`config.mk`:
```
export PLATFORM = sky130hd
export DESIGN_NAME = mul_seq_flat
export DESIGN_NICKNAME = d
export VERILOG_FILES = /design/src/rtl/mul_seq_pkg.sv /design/src/rtl/mul_seq_if.sv /design/src/rtl/rr_arb2.sv /design/src/rtl/mul_seq.sv /design/src/flat_wrapper.sv
export SDC_FILE = /design/constraint.sdc
export NUM_CORES = 1
export LEC_CHECK = 0
export ABC_AREA = 1
export CAP_MARGIN = 10
export CORE_MARGIN = 3
export CORE_UTILIZATION = 51
export CTS_CLUSTER_DIAMETER = 100
export DETAILED_ROUTE_END_ITERATION = 16
export PLACE_DENSITY = 0.83
export SETUP_SLACK_MARGIN = 0.1
export SYNTH_ARGS = -nofsm -noshare
export SYNTH_HDL_FRONTEND = slang
export SYNTH_HIERARCHICAL = 1
export SYNTH_SLANG_ARGS = --single-unit
```
`constraint.sdc`:
```
create_clock -name CLK -period 3.6 [get_ports CLK]
set_clock_uncertainty 0.1 [all_clocks]
set_input_delay 0.72 -clock CLK [delete_from_list [all_inputs] [get_ports CLK]]
set_output_delay 0.72 -clock CLK [all_outputs]
set_load 0.02 [all_outputs]
```
`src/rtl/mul_seq_pkg.sv`:
```
// Shared types and helpers for the multiplier sequencer.
// State encoding, RSEL levels and counter sizing.
package mul_seq_pkg;

   typedef enum logic [3:0] {
      ST_IDLE   = 4'd0,
      ST_LOAD_A = 4'd1,
      ST_LOAD_B = 4'd2,
      ST_GAP    = 4'd3,
      ST_PHI    = 4'd4,
      ST_PLO    = 4'd5,
      ST_RD_LO  = 4'd6,
      ST_RD_HI  = 4'd7,
      ST_DONE   = 4'd8
   } state_t;

   localparam logic RSEL_LO = 1'b0;
   localparam logic RSEL_HI = 1'b1;

   // Bits needed to hold the value n (0..n inclusive).
   function automatic int cnt_w(input int n);
      return $clog2(n + 1);
   endfunction

endpackage

```
`src/rtl/mul_seq_if.sv`:
```
// Requester and multiplier-side signals of the sequencer.
// slave is the sequencer view; master is the surrounding system.
interface mul_seq_if;

   logic [1:0] REQ;
   logic [3:0] OPA0;
   logic [3:0] OPB0;
   logic [3:0] OPA1;
   logic [3:0] OPB1;
   logic [1:0] ACK;
   logic [7:0] PROD;
   logic       BUSY;
   logic [3:0] M_DIN;
   logic       M_LOAD;
   logic       M_RSEL;
   logic       M_CLK;
   logic [3:0] M_R;

   modport slave (
      input  REQ, OPA0, OPB0, OPA1, OPB1, M_R,
      output ACK, PROD, BUSY,
      output M_DIN, M_LOAD, M_RSEL, M_CLK
   );

   modport master (
      output REQ, OPA0, OPB0, OPA1, OPB1, M_R,
      input  ACK, PROD, BUSY,
      input  M_DIN, M_LOAD, M_RSEL, M_CLK
   );

endinterface

```
`src/rtl/rr_arb2.sv`:
```
// Two-way round-robin arbiter: combinational grant,
// pointer moves to the loser whenever take accepts a grant.
module rr_arb2 (
   input  logic       clk,
   input  logic       rst,
   input  logic [1:0] req,
   input  logic       take,
   output logic [1:0] gnt
);

   logic ptr;

   always_comb begin
      gnt = 2'b00;
      unique case (req)
         2'b01:   gnt = 2'b01;
         2'b10:   gnt = 2'b10;
         2'b11:   gnt = ptr ? 2'b10 : 2'b01;
         default: gnt = 2'b00;
      endcase
   end

   always_ff @(posedge clk) begin
      if (rst) begin
         ptr <= 1'b0;
      end else if (take && (|gnt)) begin
         ptr <= gnt[0];
      end
   end

endmodule

```
`src/rtl/mul_seq.sv`:
```
// Sequencer for the 4x4 shift-add multiplier: arbitrates two
// requesters, drives load/step/readback, returns product + ACK.
module mul_seq
   import mul_seq_pkg::*;
#(
   parameter int NPULSE = 4,
   parameter int HOLD   = 1
) (
   input logic   CLK,
   input logic   RST,
   mul_seq_if.slave bus
);

   localparam int PW = cnt_w(NPULSE);
   localparam int HW = cnt_w(HOLD);

   state_t      state;
   logic [1:0]  gnt;
   logic        take;
   logic        sel;
   logic [3:0]  b_q;
   logic [3:0]  lo_q;
   logic [PW-1:0] pcnt;
   logic [HW-1:0] hcnt;

   assign take = (state == ST_IDLE);

   rr_arb2 u_arb (
      .clk  (CLK),
      .rst  (RST),
      .req  (bus.REQ),
      .take (take),
      .gnt  (gnt)
   );

   always_ff @(posedge CLK) begin
      if (RST) begin
         state      <= ST_IDLE;
         sel        <= 1'b0;
         b_q        <= '0;
         lo_q       <= '0;
         pcnt       <= '0;
         hcnt       <= '0;
         bus.ACK    <= 2'b00;
         bus.PROD   <= '0;
         bus.BUSY   <= 1'b0;
         bus.M_DIN  <= '0;
         bus.M_LOAD <= 1'b0;
         bus.M_RSEL <= 1'b0;
         bus.M_CLK  <= 1'b0;
      end else begin
         bus.ACK <= 2'b00;
         unique case (state)
            ST_IDLE: begin
               if (|gnt) begin
                  sel        <= gnt[1];
                  b_q        <= gnt[1] ? bus.OPB1 : bus.OPB0;
                  bus.M_DIN  <= gnt[1] ? bus.OPA1 : bus.OPA0;
                  bus.M_LOAD <= 1'b1;
                  bus.M_RSEL <= RSEL_HI;
                  bus.BUSY   <= 1'b1;
                  state      <= ST_LOAD_A;
               end
            end
            ST_LOAD_A: begin
               bus.M_RSEL <= RSEL_LO;
               bus.M_DIN  <= b_q;
               state      <= ST_LOAD_B;
            end
            ST_LOAD_B: begin
               bus.M_LOAD <= 1'b0;
               bus.M_DIN  <= '0;
               state      <= ST_GAP;
            end
            // GAP keeps MUL_CLK low for a cycle after LOAD drops.
            ST_GAP: begin
               bus.M_CLK <= 1'b1;
               hcnt      <= HW'(HOLD - 1);
               pcnt      <= PW'(NPULSE);
               state     <= ST_PHI;
            end
            ST_PHI: begin
               if (hcnt == '0) begin
                  bus.M_CLK <= 1'b0;
                  hcnt      <= HW'(HOLD - 1);
                  state     <= ST_PLO;
               end else begin
                  hcnt <= hcnt - 1'b1;
               end
            end
            ST_PLO: begin
               if (hcnt == '0) begin
                  pcnt <= pcnt - 1'b1;
                  if (pcnt == PW'(1)) begin
                     bus.M_RSEL <= RSEL_LO;
                     state      <= ST_RD_LO;
                  end else begin
                     bus.M_CLK <= 1'b1;
                     hcnt      <= HW'(HOLD - 1);
                     state     <= ST_PHI;
                  end
               end else begin
                  hcnt <= hcnt - 1'b1;
               end
            end
            ST_RD_LO: begin
               lo_q       <= bus.M_R;
               bus.M_RSEL <= RSEL_HI;
               state      <= ST_RD_HI;
            end
            // PROD updates as a whole so it holds until completion.
            ST_RD_HI: begin
               bus.PROD   <= {bus.M_R, lo_q};
               bus.M_RSEL <= RSEL_LO;
               bus.ACK    <= sel ? 2'b10 : 2'b01;
               state      <= ST_DONE;
            end
            ST_DONE: begin
               bus.BUSY <= 1'b0;
               state    <= ST_IDLE;
            end
            default: begin
               state <= ST_IDLE;
            end
         endcase
      end
   end

endmodule
```
`src/flat_wrapper.sv`:
```
// flat-port wrapper written by rule: the top's interface ports become plain ports
module mul_seq_flat import mul_seq_pkg::*;
#(
   parameter int NPULSE = 4,
   parameter int HOLD   = 1
)
  (CLK, RST, bus_REQ, bus_OPA0, bus_OPB0, bus_OPA1, bus_OPB1, bus_M_R, bus_ACK, bus_PROD, bus_BUSY, bus_M_DIN, bus_M_LOAD, bus_M_RSEL, bus_M_CLK);
  mul_seq_if bus_i ();
  input logic CLK;
  input logic RST;
  input wire logic [$bits(bus_i.REQ)-1:0] bus_REQ;
  input wire logic [$bits(bus_i.OPA0)-1:0] bus_OPA0;
  input wire logic [$bits(bus_i.OPB0)-1:0] bus_OPB0;
  input wire logic [$bits(bus_i.OPA1)-1:0] bus_OPA1;
  input wire logic [$bits(bus_i.OPB1)-1:0] bus_OPB1;
  input wire logic [$bits(bus_i.M_R)-1:0] bus_M_R;
  output wire logic [$bits(bus_i.ACK)-1:0] bus_ACK;
  output wire logic [$bits(bus_i.PROD)-1:0] bus_PROD;
  output wire logic [$bits(bus_i.BUSY)-1:0] bus_BUSY;
  output wire logic [$bits(bus_i.M_DIN)-1:0] bus_M_DIN;
  output wire logic [$bits(bus_i.M_LOAD)-1:0] bus_M_LOAD;
  output wire logic [$bits(bus_i.M_RSEL)-1:0] bus_M_RSEL;
  output wire logic [$bits(bus_i.M_CLK)-1:0] bus_M_CLK;
  assign bus_i.REQ = bus_REQ;
  assign bus_i.OPA0 = bus_OPA0;
  assign bus_i.OPB0 = bus_OPB0;
  assign bus_i.OPA1 = bus_OPA1;
  assign bus_i.OPB1 = bus_OPB1;
  assign bus_i.M_R = bus_M_R;
  assign bus_ACK = bus_i.ACK;
  assign bus_PROD = bus_i.PROD;
  assign bus_BUSY = bus_i.BUSY;
  assign bus_M_DIN = bus_i.M_DIN;
  assign bus_M_LOAD = bus_i.M_LOAD;
  assign bus_M_RSEL = bus_i.M_RSEL;
  assign bus_M_CLK = bus_i.M_CLK;
  mul_seq #(.NPULSE(NPULSE), .HOLD(HOLD)) u_core (.CLK(CLK), .RST(RST), .bus(bus_i));
endmodule
```
## Word-level counts from Yosys, hierarchy flattened

Index checks and enable logic that the tools add are counted.

| cells by class | value |
|---|---|
| reduce and logical (&&, ||, !) cells | 21 |
| bitwise operators | 1 |
| muxes and demuxes | 26 |
| $add $sub $neg | 2 |
| equal/unequal tests | 17 |

Operator list:

| kind | count |
|---|---|
| $pmux W4 S8 | 1 |
| $mux W4 | 6 |
| $eq A4 B3 Y1 const B | 4 |
| $pmux W4 S3 | 1 |
| $reduce_and A2 Y1 | 5 |
| $eq A4 B2 Y1 const B | 2 |
| $reduce_and A4 Y1 | 2 |
| $reduce_bool A2 Y1 | 4 |
| $reduce_or A2 Y1 | 4 |
| $mux W1 | 7 |
| $mux W2 | 3 |
| $ne A2 B2 Y1 const B | 3 |
| $pmux W1 S2 | 3 |
| $pmux W2 S3 | 1 |
| $pmux W3 S2 | 1 |
| $reduce_bool A3 Y1 | 2 |
| $eq A2 B2 Y1 const B | 2 |
| $eq A4 B1 Y1 const B | 1 |
| $eq A4 B4 Y1 const B | 1 |
| $logic_not A4 Y1 | 1 |
| $ne A2 B1 Y1 const B | 2 |
| $pmux W1 S4 | 1 |
| $reduce_bool A4 Y1 | 1 |
| $eq A3 B1 Y1 const B | 1 |
| other kinds (8) | 8 |

| word-level totals | value |
|---|---|
| logic and storage cells | 81 |
| flip-flop bits (word level) | 36 |
| input bits | 24 |

## Depth between registers and ports, before layout

| logic depth | value |
|---|---|
| depth in word-level cells | 5 |
| gate-level depth with buffers | 9 |
| gate-level depth less buffers | 9 |

## Hierarchy

Netlist, hierarchy kept.

Modules (own cells, without submodules):

| module | instances | cells each | area each (µm²) |
|---|---|---|---|
| mul_seq | 1 | 222 | 1537.7 |
| rr_arb2 | 1 | 8 | 60.1 |

## Worst setup path after synthesis

No wires, ideal clock.

| timing | value |
|---|---|
| path kind | input to register |
| start point | in bus_REQ[1] |
| end point | reg u_core.bus.M_DIN[0] |
| data required time | 3.388 ns |
| stages | 7 |
| path slack | 1.850 ns |
| arrival time | 1.539 ns |
| cell sequence | a21boi_1 buf_2 nor2_1 nand3_1 nand2_4 nor2_1 nor2_1 |

| between the ends | value |
|---|---|
| longest elaborated chain between the ends | 5 |

Ends and longest elaborated chain:

| item | RTL line | source |
|---|---|---|
| start, declared | flat_wrapper.sv:11 | `input wire logic [$bits(bus_i.REQ)-1:0] bus_REQ;` |
| $eq A2 B2 Y1 or $eq A2 B1 Y1 (tied branches) | rr_arb2.sv:15 | `unique case (req)` |
| $pmux W2 S3 * | rr_arb2.sv:15 |  |
| $mux W4 or $reduce_or A2 Y1 (tied branches) | mul_seq.sv:58, mul_seq.sv:55 |  |
| $mux W4 or $ne A2 B1 Y1 (tied branches) | -- |  |
| $pmux W4 S3 or $reduce_and A2 Y1 (tied branches) | -- |  |
| end signal, assigned | mul_seq.sv:58 | `bus.M_DIN <= gnt[1] ? bus.OPA1 : bus.OPA0;` |
| end signal, assigned | mul_seq.sv:67 | `bus.M_DIN <= b_q;` |
| end, declared | mul_seq_if.sv:22 | `output M_DIN, M_LOAD, M_RSEL, M_CLK` |

Mark *: on every way between the ends. The rest lies on a longest branch, timed or not. The select of a mux whose other input is x is not followed.
A chain may end at the register's enable or synchronous reset.

## Worst setup path after layout

| timing | value |
|---|---|
| start point | in bus_REQ[1] |
| end point | reg u_core.bus.M_RSEL |

| between the ends | value |
|---|---|
| longest elaborated chain between the ends | 5 |

Ends and longest elaborated chain:

| item | RTL line | source |
|---|---|---|
| $eq A2 B2 Y1 or $eq A2 B1 Y1 (tied branches) | rr_arb2.sv:15 |  |
| $pmux W2 S3 * | rr_arb2.sv:15 |  |
| net u_core.gnt[1] | mul_seq.sv:18 | `logic [1:0] gnt;` |
| $reduce_or A2 Y1 * | mul_seq.sv:55 | `if (\|gnt) begin` |
| $ne A2 B1 Y1 (no source line) * | -- |  |
| $reduce_and A4 Y1 (no source line) * | -- |  |
| end signal, assigned | mul_seq.sv:49 | `bus.M_RSEL <= 1'b0;` |
| end signal, assigned | mul_seq.sv:60 | `bus.M_RSEL <= RSEL_HI;` |
| end signal, assigned | mul_seq.sv:66 | `bus.M_RSEL <= RSEL_LO;` |
| end, declared | mul_seq_if.sv:22 |  |

Mark *: on every way through the listed nets, which the timed path passes. The rest lies on a longest branch.

==> results.toml <==
[detailed_routing]
final_antenna_net_count = 0
dr_total_vias = 1519
route.final.wire_length_um = 3490
post_drt_via_cell_ratio = 4.82
drt_pre_antenna_iters = 4
wl_per_cell_um = 11.1
drc = 0
drt_iter0_markers = 73

[floorplanning]
dieWidth_um = 62.0
fp.dieH_um = 62.0
start_util_pct = 55.5
coreArea_mm2 = 0.00288
die_area_mm2 = 0.00384
io_pins = 42
row_count = 19

[worst_setup_path]
worstPathMaxFanout = 11
critPathLaunch = "bus_REQ[1]"
worst_r2r_startpoint = "u_core/u_arb/ptr"
r2r.worst_path.cells = 8
setup.reg_to_reg.worst_slack_ns = 1.57
cp_slowest_stage_delay_ns = 0.63
critical_path.slowest_cell = "sky130_fd_sc_hd__a21boi_1"
timing.critical_path.mode_cell = "sky130_fd_sc_hd__nand2_1"
worstSetupEndpoint = "u_core/bus.M_RSEL"
cp-end-kind = "flip-flop"
cp_cell_sequence = "clkdlybuf4s50_1 -> a21boi_1 -> inv_2 -> nand2_1 -> nand3_2 -> nand3_1 -> nand2_1 -> a21oi_1"
worst_ep_arrival_time_ns = 2.72
regToRegEndpoint = "u_core/bus.M_RSEL"
timing.critical_path.from_type = "input pin"
worst-endpoint-required_ns = 3.77
critical_path_class = "input pin to flip-flop"

[logic_synthesis]
synthesis.instances = 230
synth_enable_flop_cells = 0
yosysMostFrequentCell = "sky130_fd_sc_hd__nand2_1"
synth.net_count = 256
synth.yosys.warnings = 6
synthTopCellsByArea = "sky130_fd_sc_hd__dfxtp_1 44%, sky130_fd_sc_hd__nand2_1 15%, sky130_fd_sc_hd__nor2_1 9.2%"
post-synth-top-area-fraction_pct = 43.9
async_flop_share_pct = 0
syn_avg_cell_area_um2 = 6.95
mappedNetlistArea_mm2 = 0.00160
synth_ff_type = "sky130_fd_sc_hd__dfxtp_1"
post_synth_num_cell_types = 28
synth_seq_cells = 35
synth_sequential_area_ratio_pct = 43.9
synth_top_cell_by_area = "sky130_fd_sc_hd__dfxtp_1"
ys_top_cells_by_count = "64 x sky130_fd_sc_hd__nand2_1, 39 x sky130_fd_sc_hd__nor2_1, 35 x sky130_fd_sc_hd__dfxtp_1, 19 x sky130_fd_sc_hd__inv_1, 16 x sky130_fd_sc_hd__nand3_1"

[clock_network]
cts_inserted_buffers = 5
htreeDepth = 2
postCtsHoldBufs = 0
clock_tree_from_tritoncts = "built"
postCtsSetupBuffers = 0
tritoncts_num_sinks = 35
clock-root-buffer = "sky130_fd_sc_hd__clkbuf_4"
cts-root-to-sink-buffers = 2
clock_insertion_delay_worst_skew_ns = 0.33
clk_pin_slew_ns = 0.10
post_cts_resize_count = 0

[timing]
worst_pin_slew_ns = 0.746
rsz0062_at_grt = "false"
timing.final.max_slew_violations = 0
slew_headroom_pct = 50.2
period_share_pct = 70.8
setup_viol_count_final = 0
setup_slack_ns = 1.05
timing.final.crit_period_ns = 2.55
report.final.hold_viol_count = 0
finalSetupTns_ns = 0
fmaxAchievable_mhz = 392

[global_route]
grtUsageMet3_pct = 5.58
grt_overflow_total = 0
global_route.peak_usage_layer = "met2"
wire_length_of_the_first_global_routing_pass_um = 5610
grtUsageMet1_pct = 26.4
grt_use_total_pct = 20.3
antenna_found_initial = 0
gr-usage-met2_pct = 31.7
grt_start_max_net_pins = 23
first_global_vias = 1282

[final_layout]
final_net_count = 299
final_core_util_pct = 72.8
synthToLayoutAreaGrowth_pct = 31.0
drive_gt1_share_pct = 8.06
filler_cell_count = 248
diodes = 0
seqCellArea_um2 = 701
area_occupied_by_multi_input_gates_um2 = 787

[placed_design]
gp_congestion = 0.877
detailedPlacementHpwl_um = 2630
detailedPlace.worstSlack_ns = 0.710
io_buffers = 41

[power]
power.share.switching_pct = 31.3
post-layout-total-power_uw = 885
static-leakage-power_nw = 0.925
share_comb_of_total_power_pct = 26.2
pwr_density_cell_mw_per_mm2 = 423
p_sw_uw = 276
cell_internal_pwr_uw = 608
seq_power_share_pct = 49.9
pwr-share-clk_pct = 23.9
ir_worst_vdd_uv = 296

[worst_hold_path]
hold_path_startpoint = "u_core/bus.BUSY"
hold_path_class = "flip-flop to flip-flop"

[flow_run]
timing.max_cap.violations = 0

[status]
run_status = "complete, no violations"
## final cells by class
cell class | instances | area share, %
Multi-Input combinational cell | 167 | 37.6
Sequential cell | 35 | 33.5
Timing Repair Buffer | 41 | 19.6
Inverter | 23 | 4.12
Tap cell | 42 | 2.51
Clock buffer | 6 | 2.45
Clock inverter | 1 | 0.239
## power by group through the flow
stage | clock network [mW] | registers [mW] | logic (mW)
final | 0.212 | 0.441 | 0.232
after global routing | 0.231 | 0.445 | 0.260
after global placement | 0 | 0.449 | 0.227
after detailed placement | 0 | 0.449 | 0.232
after CTS | 0.217 | 0.441 | 0.233
after floorplan | 0 | 0.466 | 0.128
## critical path, delay by kind of cell
kind	cells	cell delay (ns)
AOI/OAI and AO/OA	2	0.75
buffers and inverters	2	0.67
and+or+nand+nor	4	0.57
## placed cells by master, fill, tap and decap left out, types with 2 or more instances in the layout
cell                               n
sky130_fd_sc_hd__a211oi_1          2
sky130_fd_sc_hd__a21oi_1          12
sky130_fd_sc_hd__clkbuf_4          5
sky130_fd_sc_hd__clkdlybuf4s50_1  41
sky130_fd_sc_hd__dfxtp_1          35
sky130_fd_sc_hd__ha_1              2
sky130_fd_sc_hd__inv_1            19
sky130_fd_sc_hd__inv_2             4
sky130_fd_sc_hd__nand2_1          64
sky130_fd_sc_hd__nand3_1          16
sky130_fd_sc_hd__nor2_1           39
sky130_fd_sc_hd__nor2_4            4
sky130_fd_sc_hd__o21ai_0          14
## how the worst min path moves through the flow
| stage | end | slack, ns | cells past startpoint |
|---|---|---|---|
| final | u_core/bus.BUSY | 0.38 | 2 |
| after detailed placement | u_core/bus.BUSY | 0.35 | 2 |
| after floorplan | u_core/bus.ACK[0] | 0.32 | 1 |
| after global placement | u_core/pcnt[0] | 0.35 | 1 |
| after global routing | u_core/bus.BUSY | 0.40 | 2 |
| after CTS | u_core/bus.BUSY | 0.37 | 2 |
## sequential cells by signal, indices dropped and copies added, names as in the netlist
| name | cells |
|---|---|
| u_core/bus.PROD | 8 |
| u_core/b_q | 4 |
| u_core/bus.M_DIN | 4 |
| u_core/lo_q | 4 |
| u_core/state | 4 |
| u_core/pcnt | 3 |
| u_core/bus.ACK | 2 |
| u_core/bus.BUSY | 1 |
| u_core/bus.M_CLK | 1 |
| u_core/bus.M_LOAD | 1 |
| u_core/bus.M_RSEL | 1 |
| u_core/sel | 1 |
| u_core/u_arb/ptr | 1 |
## cell families (layout without fill, tap and decap cells)
group / count (synthesis) / count (layout) / synth area share [%]
buf+inv: 28 / 71 / 6.89
compound gates: 32 / 32 / 11.0
simple gates: 133 / 133 / 36.7
flops: 35 / 35 / 43.9
fa+ha+maj: 2 / 2 / 1.57
## metal layers
metal / share of wire (%) / vias to the layer above
met5: 0 / -
met4: 0.52 / 0
met3: 4.1 / 2
met2: 48 / 27
met1: 48 / 678
li1: - / 812
## per-stage QoR
stage               hold WS, ns  std cells  cell area (µm²)
detailed placement        0.348        308             2040
finish                    0.378        315             2090
global placement          0.351        308             2040
floorplan                 0.322        230             1600
CTS                       0.375        315             2090
global route              0.402        315             2090
(Power assumes the default switching activity.)
